<file path="config.mk">
export PLATFORM = sky130hd
export DESIGN_NAME = processador
export DESIGN_NICKNAME = d
export VERILOG_FILES = /design/src/rtl/processador_pkg.sv /design/src/rtl/processador_alu.sv /design/src/rtl/processador.sv
export SDC_FILE = /design/constraint.sdc
export NUM_CORES = 1
export LEC_CHECK = 0
export BUFFER_PORTS_ARGS = -buffer_cell sky130_fd_sc_hd__buf_2
export CAP_MARGIN = 25
export CORE_MARGIN = 4
export CORE_UTILIZATION = 59
export DETAILED_ROUTE_END_ITERATION = 12
export GPL_TIMING_DRIVEN = 0
export PLACE_DENSITY = 0.81
export SLEW_MARGIN = 20
export SYNTH_ARGS = -nofsm -noshare
export SYNTH_HDL_FRONTEND = slang
export SYNTH_SLANG_ARGS = --single-unit
</file>
<file path="constraint.sdc">
create_clock -name clk -period 3.7 [get_ports clk]
set_clock_uncertainty 0.15 [all_clocks]
set_input_delay 0.185 -clock clk [delete_from_list [all_inputs] [get_ports clk]]
set_output_delay 0.185 -clock clk [all_outputs]
set_load 0.01 [all_outputs]
</file>
<file path="src/rtl/processador_pkg.sv">
// Shared types and constants for the processador accumulator core.
// Build option PROCESSADOR_SHIFT_EN is consumed in processador_alu.
package processador_pkg;

    localparam int DATA_W = 8;
    localparam int OPC_W  = 4;

    typedef enum logic [OPC_W-1:0] {
        OPC_NOP  = 4'h0,
        OPC_ADD  = 4'h1,
        OPC_SUB  = 4'h2,
        OPC_ADC  = 4'h3,
        OPC_SBB  = 4'h4,
        OPC_AND  = 4'h5,
        OPC_OR   = 4'h6,
        OPC_XOR  = 4'h7,
        OPC_NOT  = 4'h8,
        OPC_LDI  = 4'h9,
        OPC_LDH  = 4'hA,
        OPC_CMP  = 4'hB,
        OPC_SHL  = 4'hC,
        OPC_SHR  = 4'hD,
        OPC_RSVE = 4'hE,
        OPC_RSVF = 4'hF
    } opcode_t;

    typedef struct packed {
        logic z;
        logic c;
        logic v;
    } flags_t;

    // Signed overflow of a+b giving r.
    function automatic logic add_ovf(input logic a7, input logic b7, input logic r7);
        return (~a7 & ~b7 & r7) | (a7 & b7 & ~r7);
    endfunction

    // Signed overflow of a-b giving r.
    function automatic logic sub_ovf(input logic a7, input logic b7, input logic r7);
        return (a7 ^ b7) & (a7 ^ r7);
    endfunction

endpackage

</file>
<file path="src/rtl/processador_alu.sv">
// Combinational ALU: computes the new accumulator value and flags plus write enables.
// Shifts (0xC/0xD) exist only when PROCESSADOR_SHIFT_EN is defined.
module processador_alu
    import processador_pkg::*;
(
    input  opcode_t             opcode,
    input  logic [DATA_W-1:0]   a,
    input  logic [DATA_W-1:0]   b,
    input  logic                cin,
    output logic [DATA_W-1:0]   r,
    output logic                acc_we,
    output flags_t              flags,
    output logic                flags_we
);

    logic [DATA_W-1:0] and_v;
    logic [DATA_W-1:0] or_v;
    logic [DATA_W-1:0] xor_v;
    logic [DATA_W-1:0] not_v;

    genvar gi;
    generate
        for (gi = 0; gi < DATA_W; gi++) begin : g_logic
            assign and_v[gi] = a[gi] & b[gi];
            assign or_v[gi]  = a[gi] | b[gi];
            assign xor_v[gi] = a[gi] ^ b[gi];
            assign not_v[gi] = ~a[gi];
        end
    endgenerate

    // Carry-in only participates for ADC/SBB; the 9th bit is carry or borrow.
    logic              use_cin;
    logic [DATA_W:0]   sum9;
    logic [DATA_W:0]   diff9;

    assign use_cin = (opcode == OPC_ADC) || (opcode == OPC_SBB);
    assign sum9    = {1'b0, a} + {1'b0, b} + {{DATA_W{1'b0}}, use_cin & cin};
    assign diff9   = {1'b0, a} - {1'b0, b} - {{DATA_W{1'b0}}, use_cin & cin};

    always_comb begin
        r        = a;
        acc_we   = 1'b0;
        flags_we = 1'b0;
        flags    = '0;
        unique case (opcode)
            OPC_ADD, OPC_ADC: begin
                r        = sum9[DATA_W-1:0];
                acc_we   = 1'b1;
                flags_we = 1'b1;
                flags.c  = sum9[DATA_W];
                flags.v  = add_ovf(a[DATA_W-1], b[DATA_W-1], sum9[DATA_W-1]);
            end
            OPC_SUB, OPC_SBB, OPC_CMP: begin
                r        = diff9[DATA_W-1:0];
                acc_we   = (opcode != OPC_CMP);
                flags_we = 1'b1;
                flags.c  = diff9[DATA_W];
                flags.v  = sub_ovf(a[DATA_W-1], b[DATA_W-1], diff9[DATA_W-1]);
            end
            OPC_AND: begin
                r        = and_v;
                acc_we   = 1'b1;
                flags_we = 1'b1;
            end
            OPC_OR: begin
                r        = or_v;
                acc_we   = 1'b1;
                flags_we = 1'b1;
            end
            OPC_XOR: begin
                r        = xor_v;
                acc_we   = 1'b1;
                flags_we = 1'b1;
            end
            OPC_NOT: begin
                r        = not_v;
                acc_we   = 1'b1;
                flags_we = 1'b1;
            end
            OPC_LDI: begin
                r        = b;
                acc_we   = 1'b1;
                flags_we = 1'b1;
            end
            OPC_LDH: begin
                r        = {b[3:0], a[3:0]};
                acc_we   = 1'b1;
                flags_we = 1'b1;
            end
`ifdef PROCESSADOR_SHIFT_EN
            OPC_SHL: begin
                r        = {a[DATA_W-2:0], 1'b0};
                acc_we   = 1'b1;
                flags_we = 1'b1;
                flags.c  = a[DATA_W-1];
                flags.v  = a[DATA_W-1] ^ a[DATA_W-2];
            end
            OPC_SHR: begin
                r        = {1'b0, a[DATA_W-1:1]};
                acc_we   = 1'b1;
                flags_we = 1'b1;
                flags.c  = a[0];
            end
`endif
            default: begin
                r        = a;
                acc_we   = 1'b0;
                flags_we = 1'b0;
            end
        endcase
        // Zero always reflects the computed value, including CMP where ACC is kept.
        flags.z = (r == '0);
    end

endmodule

</file>
<file path="src/rtl/processador.sv">
// Single-cycle 8-bit accumulator core: instruction decode plus ACC/flag registers.
// Shift opcodes are enabled by defining PROCESSADOR_SHIFT_EN.
module processador
    import processador_pkg::*;
(
    input  logic                clk,
    input  logic                rst_n,
    input  logic [DATA_W-1:0]   instr,
    output logic [DATA_W-1:0]   result,
    output logic                zero_flag,
    output logic                carry_flag,
    output logic                overflow_flag
);

    opcode_t             opcode;
    logic [DATA_W-1:0]   imm_ext;

    assign opcode  = opcode_t'(instr[DATA_W-1:DATA_W-OPC_W]);
    assign imm_ext = {{(DATA_W-OPC_W){1'b0}}, instr[OPC_W-1:0]};

    logic [DATA_W-1:0]   acc_reg;
    flags_t              flags_reg;
    logic [DATA_W-1:0]   acc_next;
    flags_t              flags_next;

    logic [DATA_W-1:0]   alu_r;
    logic                alu_acc_we;
    flags_t              alu_flags;
    logic                alu_flags_we;

    processador_alu u_alu (
        .opcode   (opcode),
        .a        (acc_reg),
        .b        (imm_ext),
        .cin      (flags_reg.c),
        .r        (alu_r),
        .acc_we   (alu_acc_we),
        .flags    (alu_flags),
        .flags_we (alu_flags_we)
    );

    always_comb begin
        acc_next   = alu_acc_we   ? alu_r     : acc_reg;
        flags_next = alu_flags_we ? alu_flags : flags_reg;
    end

    always_ff @(posedge clk or negedge rst_n) begin
        if (!rst_n) begin
            acc_reg   <= '0;
            flags_reg <= '0;
        end else begin
            acc_reg   <= acc_next;
            flags_reg <= flags_next;
        end
    end

    assign result        = acc_reg;
    assign zero_flag     = flags_reg.z;
    assign carry_flag    = flags_reg.c;
    assign overflow_flag = flags_reg.v;

endmodule

</file>
# Word level (Yosys, flattened, before mapping)
# Index checks and enable logic that the tools add are counted.
# word_totals
ff_bits,11
inputBits,10
output_inout_bits,11
wordCells,54
# op_classes
addsub,4
eq_ne,12
muxes,4
bitwise,24
reduce_logical,6
# op_table
operator,n
one-hot mux 8 bit (8 select lines),1
"== test 4 x 3 -> 1 bit, second input constant",4
"== test 4 bit, second input constant",4
OR reduction 11 bit,1
adder 8 x 4 -> 9 bit,1
adder 9 x 1 -> 9 bit,1
subtractor 8 x 4 -> 9 bit,1
subtractor 9 x 1 -> 9 bit,1
"== test 4 x 2 -> 1 bit, second input constant",2
zero test 8 bit,1
NOT 1 bit,8
OR reduction 8 bit,1
AND 1 bit,7
XOR 1 bit,5
"== test 4 x 1 -> 1 bit, second input constant",1
"!= test 4 bit, second input constant",1
OR 1 bit,4
one-hot mux 2 bit (2 select lines),1
OR reduction 3 bit,1
one-hot mux 1 bit (2 select lines),1
OR reduction 2 bit,1
logical OR 1 bit,1
2-to-1 mux 1 bit,1

# Logic depth before layout (Yosys ltp)
# Gate-level depths: netlist (run 1).
# logic_depth
word_depth,7
ltp_mapped,19
ltp_nobuf,17

# Hierarchy
# Synthesis (run 1) repeated with hierarchy kept, for this count alone.
# hier_totals
cells_unflattened,283
area_unflattened_um2,2260.9
# modules_own_cells
module,n_inst,cells_per_inst,area_per_inst_um2,seq_area_each_um2
processador_alu,1,259,1816.7,0.0
processador,1,24,444.2,275.3

# Least setup slack after synthesis (run 1)
# OpenSTA, ideal clock, no wires.
# synth_path
kind,input -> register
from,in instr[5]
to,"reg flags_reg, in the netlist zero_flag"
setup_ns,0.092
t_arrival_ns,3.142
required_ns,3.458
setup_slack_ns,0.316
path_stages,19
path_buffers,2
cell_sequence,buf_2 > buf_2 > inv_1 > nand2_1 > o21ai_0 > nand3b_1 > inv_1 > fa_1 > inv_1 > ha_1 > o21ai_0 > nand2_1 > a21o_1 > a21boi_0 > ha_1 > a31oi_1 > a32o_1 > nand3_1 > o31ai_2
# synth_between
elab_chain_cells,6
word_cells_on_any_way,21
classes_between,add/sub (2); eq/ne (11); mux (2); bitwise (1); reduce/logical (5)
# synth_lines
item,line,rtl
from (decl),processador.sv:8,"input logic [DATA_W-1:0] instr,"
== test 4 x 2 -> 1 bit / == test 4 x 3 -> 1 bit (equally long branches),"processador_alu.sv:36, processador_alu.sv:45",
logical OR 1 bit,processador_alu.sv:36,assign use_cin = (opcode == OPC_ADC) || (opcode == OPC_SBB);
AND 1 bit,"processador_alu.sv:37, processador_alu.sv:38",
subtractor 9 x 1 -> 9 bit / adder 9 x 1 -> 9 bit (equally long branches),"processador_alu.sv:38, processador_alu.sv:37",
one-hot mux 8 bit (8 select lines),processador_alu.sv:45,unique case (opcode)
zero test 8 bit,processador_alu.sv:112,flags.z = (r == '0);
to (signal assigned),processador.sv:53,flags_reg <= flags_next;
to (decl),processador.sv:22,flags_t flags_reg;
# Several ways; a longest one is shown, not always the timed one.
# A chain may end at the register's enable or synchronous reset.

# Worst setup path after layout (run 1)
# layout_path
from,in instr[6]
to,"reg flags_reg, in the netlist zero_flag"
# Same word-level chain as after synthesis.

==> results of run 1 <==
## metrics by stage
step           instance area, um^2  setup WS, ns  TNS (ns)  total power (W)  hold WS, ns
6_report                      1920         0.250         0         0.000825        0.152
5_1_grt                       1920       0.00511         0         0.000900        0.196
4_1_cts                       1910        0.0331         0         0.000814        0.152
3_5_place_dp                  1870        -0.414    -0.639         0.000730      -0.0918
3_3_place_gp                  1870        -0.391    -0.569         0.000717      -0.0926
2_1_floorplan                 1740         0.316         0         0.000583       -0.261
## layout make-up
type	count	area share
Buffer	11	0.0404
Clock buffer	4	0.0137
Inverter	21	0.0411
Multi-Input combinational cell	179	0.685
Sequential cell	11	0.143
Tap cell	31	0.0202
Timing Repair Buffer	20	0.0561
## how the worst min path moves through the flow
stage | cells past startpoint | start | end | slack [ns]
final | 2 | rst_n | overflow_flag | 0.15
after global routing | 2 | rst_n | result[5] | 0.20
after CTS | 2 | rst_n | result[5] | 0.15
after detailed placement | 1 | rst_n | carry_flag | -0.09
after global placement | 1 | rst_n | result[7] | -0.09
after floorplan | 0 | rst_n | carry_flag | -0.26
## metal layers
metal,routed length (um),vias to the layer above,GRT usage
met5,0,-,0
met4,131,0,0.106
met3,327,14,0.0234
met2,2170,79,0.390
met1,2080,821,0.334
li1,-,863,-
## power by group through the flow
stage | logic [W] | clock network [W] | registers, W
after floorplan | 0.000385 | 0 | 0.000197
after global placement | 0.000523 | 0 | 0.000194
after detailed placement | 0.000533 | 0 | 0.000196
after CTS | 0.000539 | 0.0000807 | 0.000194
after global routing | 0.000612 | 0.0000872 | 0.000201
final | 0.000551 | 0.0000775 | 0.000196
## critical path: stages
cell and delay [ns]:
buf_2 0.13, clkbuf_4 0.19, buf_4 0.18, nand2_1 0.07, o21ai_0 0.06, nand3b_1 0.12
inv_1 0.07, fa_1 0.55, inv_1 0.06, ha_1 0.18, o21ai_2 0.19, nand2_1 0.11
a21o_1 0.19, a21boi_1 0.20, ha_1 0.29, a31oi_1 0.16, a32o_2 0.18, nand3_1 0.09
o31ai_2 0.26
## Yosys cell counts, types with 4 or more instances
cell / n
nand3_1: 5
a211oi_1: 5
o21ai_0: 21
ha_1: 17
o21a_1: 4
nand3b_1: 5
fa_1: 4
buf_2: 6
a21o_1: 4
xor2_1: 4
nand2_1: 14
xnor2_1: 6
nor2_1: 18
dfrtp_1: 11
nor3_1: 6
a21oi_1: 11
inv_1: 21
## sequential cells by signal (all words and copies together) (netlist names)
register and cells:
zero_flag 1, result 8, overflow_flag 1, carry_flag 1
## kinds of logic after synthesis
family	Yosys count	share of synthesized area
compound gates	82	0.338
xor+xnor	10	0.0502
fa+ha+maj	21	0.168
buf+inv	34	0.0905
flops	11	0.158
mux	1	0.00574
simple gates	65	0.190
## what timing repair did
action / CTS / global route
setup buffers: 0 / 1
endpoints found under the hold margin: 11 / 0
endpoints found under the setup margin: 1 / 1
hold buffers: 1 / 0
resized for setup: 2 / 6
pin swaps: 0 / 1
==> run metrics, run 1 <==
number of nets in the synthesized netlist 255; Avg Synthesized Cell Area 7.78 um^2; clock transition at the register clock pins on the worst setup and hold paths after CTS 0.06 ns; antenna violations before repair 0; combined area of the multi-input logic cells 1320 um^2; category of the worst setup path launch point input port; cell count after synthesis 224; wire length of the first global-routing pass 7.59 mm; CTS root buffer clkbuf_4; Logic pwr share 0.668; most common cell after layout, fill and taps aside inv_1; CTS buffer count 3; clock tree buffer depth 2; area delta synth->final 10.1%; required time reported for the critical path endpoint 3.72 ns; share of post-route cells with drive strength above 1 0.163; sequential cell area 275 um^2; Layout Utilization 0.690; number of enable-type register cells in the synthesized netlist 0; worst r2r path cells 14; switching power share of the total 0.489; #FFs+latches synth 11; Inserted Diodes 0; floorplan die width 62.4 um; worst skew pair latency 0.27 ns; Non-Filler Instances 277; Wirelength per Cell 17.0 um; Antenna Violating Nets Remaining 0; TritonCTS sink count 11; Syn Std Cell Area 1740 um^2; Core Area 2780 um^2; crit end category flip-flop; setup repair after global routing missed its margin false; Seq/Total Area, Yosys 0.158; count of TritonRoute iterations in the first routing pass 5; Die Height 62.4 um; global router's overall resource usage 0.245; number of DRC markers after the initial detailed-route iteration 152; most used flip-flop cell after synthesis dfrtp_1; global placement routability congestion 0.873; commonest cells after routing, fill and taps aside inv_1, buf_2, o21ai_0, nor2_1, ha_1; H-tree Lvls 1; distinct cell type count of the synthesized netlist 53; worst setup path startpoint instr[6]; aggregate global routing overflow 0; remaining routing DRC violations 0; top achievable clock speed 290 MHz; critical register-to-register path startpoint carry_flag; leakage component of the power 0.865 nW; half-perimeter wire length after detailed placement 3.82 mm; CP Max Fanout 10; Least-Margin Pin Slew 0.687 ns; largest area contributor in the netlist dfrtp_1; dominant cells by area after synthesis dfrtp_1, ha_1, o21ai_0; Critical Setup Path Class in -> reg; power density normalized to cell area 430 nW/um^2; share of total power in sequential cells 0.238; DP Cell Count 273; clock period minus worst slack 3.45 ns; proportion of netlist area held by the largest area contributor 0.158; number of failing setup endpoints in the final timing report 0; part of the cycle the worst path needs 0.932; final number of max-transition violations 0; number of rows in the core area 19; max-cap violation count 0; Async S/R FF share, synth 1.00; pin count of the biggest net entering global routing 12; share of power burned in the clock network 0.094; overall routed net length 4.71 mm; end of the worst register-to-register path zero_flag; worst hold-check path type in -> async; result of the run complete, no violations; peak supply drop 0.416 mV; total of fill cells in the finished design 242; switching power of the nets 0.000403 W; critical path endpoint zero_flag; number of global-route vias before repair 1610; number of ports placed on the die boundary 21; via count normalized by instance count 6.42; Internal Dissipation 0.000421 W; normalized max-slew margin 0.541; Die ar. 3890 um^2; initial cell density of the core 0.627; hold violation total from the final report 0; Port Buf Inserts 18; number of warnings printed during yosys synthesis 0; r2r setup slk 0.37 ns; Vias 1777; nets@finish 278; TritonCTS clock tree done; data arrival time of the worst path 3.47 ns
No activity file was read; power rests on OpenSTA's default activity.
==> inputs of run 2 (changes only) <==
Settings changed: ABC_AREA set to 1.
==> run 2 against run 1 <==
Utilization is 1.1 points lower; sequential share of layout area is 0.48 points higher; global-route usage is 2.0 points higher; synthesized cell count is 28% higher; critical endpoint unchanged.
==> run metrics, run 2 <==
#FFs+latches synth 11; leakage component of the power 1.08 nW; final number of max-transition violations 0; Core Area 2730 um^2; cell count after synthesis 287; worst r2r path cells 18; dominant cells by area after synthesis nand2_1, dfrtp_1, ha_1; clock tree buffer depth 2; end of the worst register-to-register path zero_flag; Port Buf Inserts 19; data arrival time of the worst path 3.33 ns; crit end category flip-flop; number of rows in the core area 19; number of failing setup endpoints in the final timing report 0; top cell family by delay on the critical path simple AND/OR/NAND/NOR gates; initial cell density of the core 0.616; normalized max-slew margin 0.668; Seq/Total Area, Yosys 0.163; TritonCTS clock tree done; Wirelength per Cell 13.5 um; remaining routing DRC violations 0; number of warnings printed during yosys synthesis 0; antenna violations before repair 0; clock period minus worst slack 3.27 ns; aggregate global routing overflow 0; sequential cell area 275 um^2; number of ports placed on the die boundary 21; Critical Path Max Stage Delay 0.48 ns; worst skew pair latency 0.27 ns; Avg Synthesized Cell Area 5.87 um^2; CTS buffer count 3; number of nets in the synthesized netlist 318; wire length of the first global-routing pass 7.40 mm; setup repair after global routing missed its margin false; top achievable clock speed 306 MHz; TritonCTS sink count 11; Largest register FFs 8; number of enable-type register cells in the synthesized netlist 0; max-cap violation count 0; proportion of netlist area held by the largest area contributor 0.205; crit path max-delay cell type fa_1; nets@finish 343; total of fill cells in the finished design 274; largest area contributor in the netlist nand2_1; most common cell after layout, fill and taps aside nand2_1; CP cell instances buf_2 > nor2_2 > nand2_2 > o21ai_0 > nand2_1 > inv_1 > fa_1 > ha_1 > o21ai_0 > nand2_1 > nand2_1 > nand2_1 > nor3_1 > ha_1 > nand2_1 > nand3_1 > nor2_1 > nand2_1 > nor2_1 > nand3_1 > nand2_1; Buffers & Inverters on Critical Path 2; commonest cells after routing, fill and taps aside nand2_1, nor2_1, inv_1, nand3_1, buf_2; most numerous cell in the Yosys netlist nand2_1; required time reported for the critical path endpoint 3.77 ns; Die ar. 3770 um^2; most used flip-flop cell after synthesis dfrtp_1; overall routed net length 4.61 mm; power density normalized to cell area 454 nW/um^2; clock transition at the register clock pins on the worst setup and hold paths after CTS 0.08 ns; CP dominant cell by count nand2_1; Least-Margin Pin Slew 0.496 ns; commonest cells in the netlist nand2_1, nor2_1, inv_1, nand3_1, ha_1; Critical Setup Path Class in -> reg; Vias 1856; number of global-route vias before repair 1664; number of DRC markers after the initial detailed-route iteration 163; Async S/R FF share, synth 1.00; category of the worst setup path launch point input port; area delta synth->final 10.3%; aggregate negative setup slack 0 ns; count of TritonRoute iterations in the first routing pass 5; pin count of the biggest net entering global routing 12; Antenna Violating Nets Remaining 0; combined area of the multi-input logic cells 1230 um^2; half-perimeter wire length after detailed placement 3.67 mm; worst-case hold slack 0.185 ns; Die Height 61.4 um; share of post-route cells with drive strength above 1 0.125; hold violation total from the final report 0; Inserted Diodes 0; part of the cycle the worst path needs 0.883; global router's overall resource usage 0.264; r2r setup slk 0.53 ns; critical register-to-register path startpoint carry_flag; distinct cell type count of the synthesized netlist 23; worst hold-check path type in -> async; Syn Std Cell Area 1680 um^2; CP Max Fanout 8; global placement routability congestion 0.992; via count normalized by instance count 5.43; CTS root buffer clkbuf_4; floorplan die width 61.4 um; peak supply drop 0.471 mV; H-tree Lvls 1; final total power 0.000843 W; result of the run complete, no violations
## run 2: cell types whose count changed in the layout (fill, tap and decap cells not counted), moves of 5 or more
cell,previous run,this run
nand2_1,14,92
nand3_1,5,37
nor2_1,18,39
inv_1,21,37
o21ai_0,20,11
a21oi_1,11,5
a211oi_1,5,0
nor2_2,0,5
nor3_1,6,1
## run 2: timing repair
item,4_1_cts,5_1_grt
setup endpoints to repair,0,1
hold buffers,1,0
buffers inserted,0,0
gates resized for setup,0,1
hold endpoints to repair,11,0
## run 2: how the worst max path moves through the flow
| stage | start | to | slack, ns | depth (start not counted) |
|---|---|---|---|---|
| 2_1_floorplan | instr[4] | zero_flag | 0.70 | 21 |
| 3_3_place_gp | instr[4] | zero_flag | 0.12 | 21 |
| 3_5_place_dp | instr[4] | zero_flag | 0.02 | 21 |
| 4_1_cts | instr[4] | zero_flag | 0.29 | 21 |
| 5_1_grt | instr[4] | zero_flag | 0.15 | 21 |
| 6_report | instr[4] | zero_flag | 0.43 | 21 |
## run 2: cells by family after synthesis
group | synth area share
flops | 0.163
fa+ha+maj | 0.174
xor+xnor | 0.0208
compound gates | 0.0617
simple gates | 0.472
buf+inv | 0.108
## run 2: where the power goes
group	leakage, nW	internal, W	switching, W
logic	0.919	0.000200	0.000349
registers	0.142	0.000154	0.0000519
clock network	0.0150	0.0000418	0.0000460
total	1.08	0.000396	0.000447
## run 2: final cells by class
type | count | share of cell area
plain buffers | 5 | 0.0155
clock buffers | 4 | 0.0142
inverters | 41 | 0.0829
multi-input cells | 230 | 0.662
flip-flops and latches | 11 | 0.148
well taps | 31 | 0.0209
repair buffers | 20 | 0.0566
## run 2: through the flow
stage | setup slack [ns] | utilization | cell area, um^2 | std cells
floorplan | 0.703 | - | 1680 | 287
finish | 0.433 | 0.679 | 1860 | 342
global placement | 0.123 | 0.665 | 1820 | 337
detailed placement | 0.0177 | 0.665 | 1820 | 337
CTS | 0.290 | 0.678 | 1850 | 342
global route | 0.153 | 0.679 | 1860 | 342
## run 2: routing by layer
layer  GRT usage  part of all wire
met1       0.373              0.46
met2       0.434              0.46
met3      0.0168             0.063
met4      0.0788             0.013
met5           0                 0
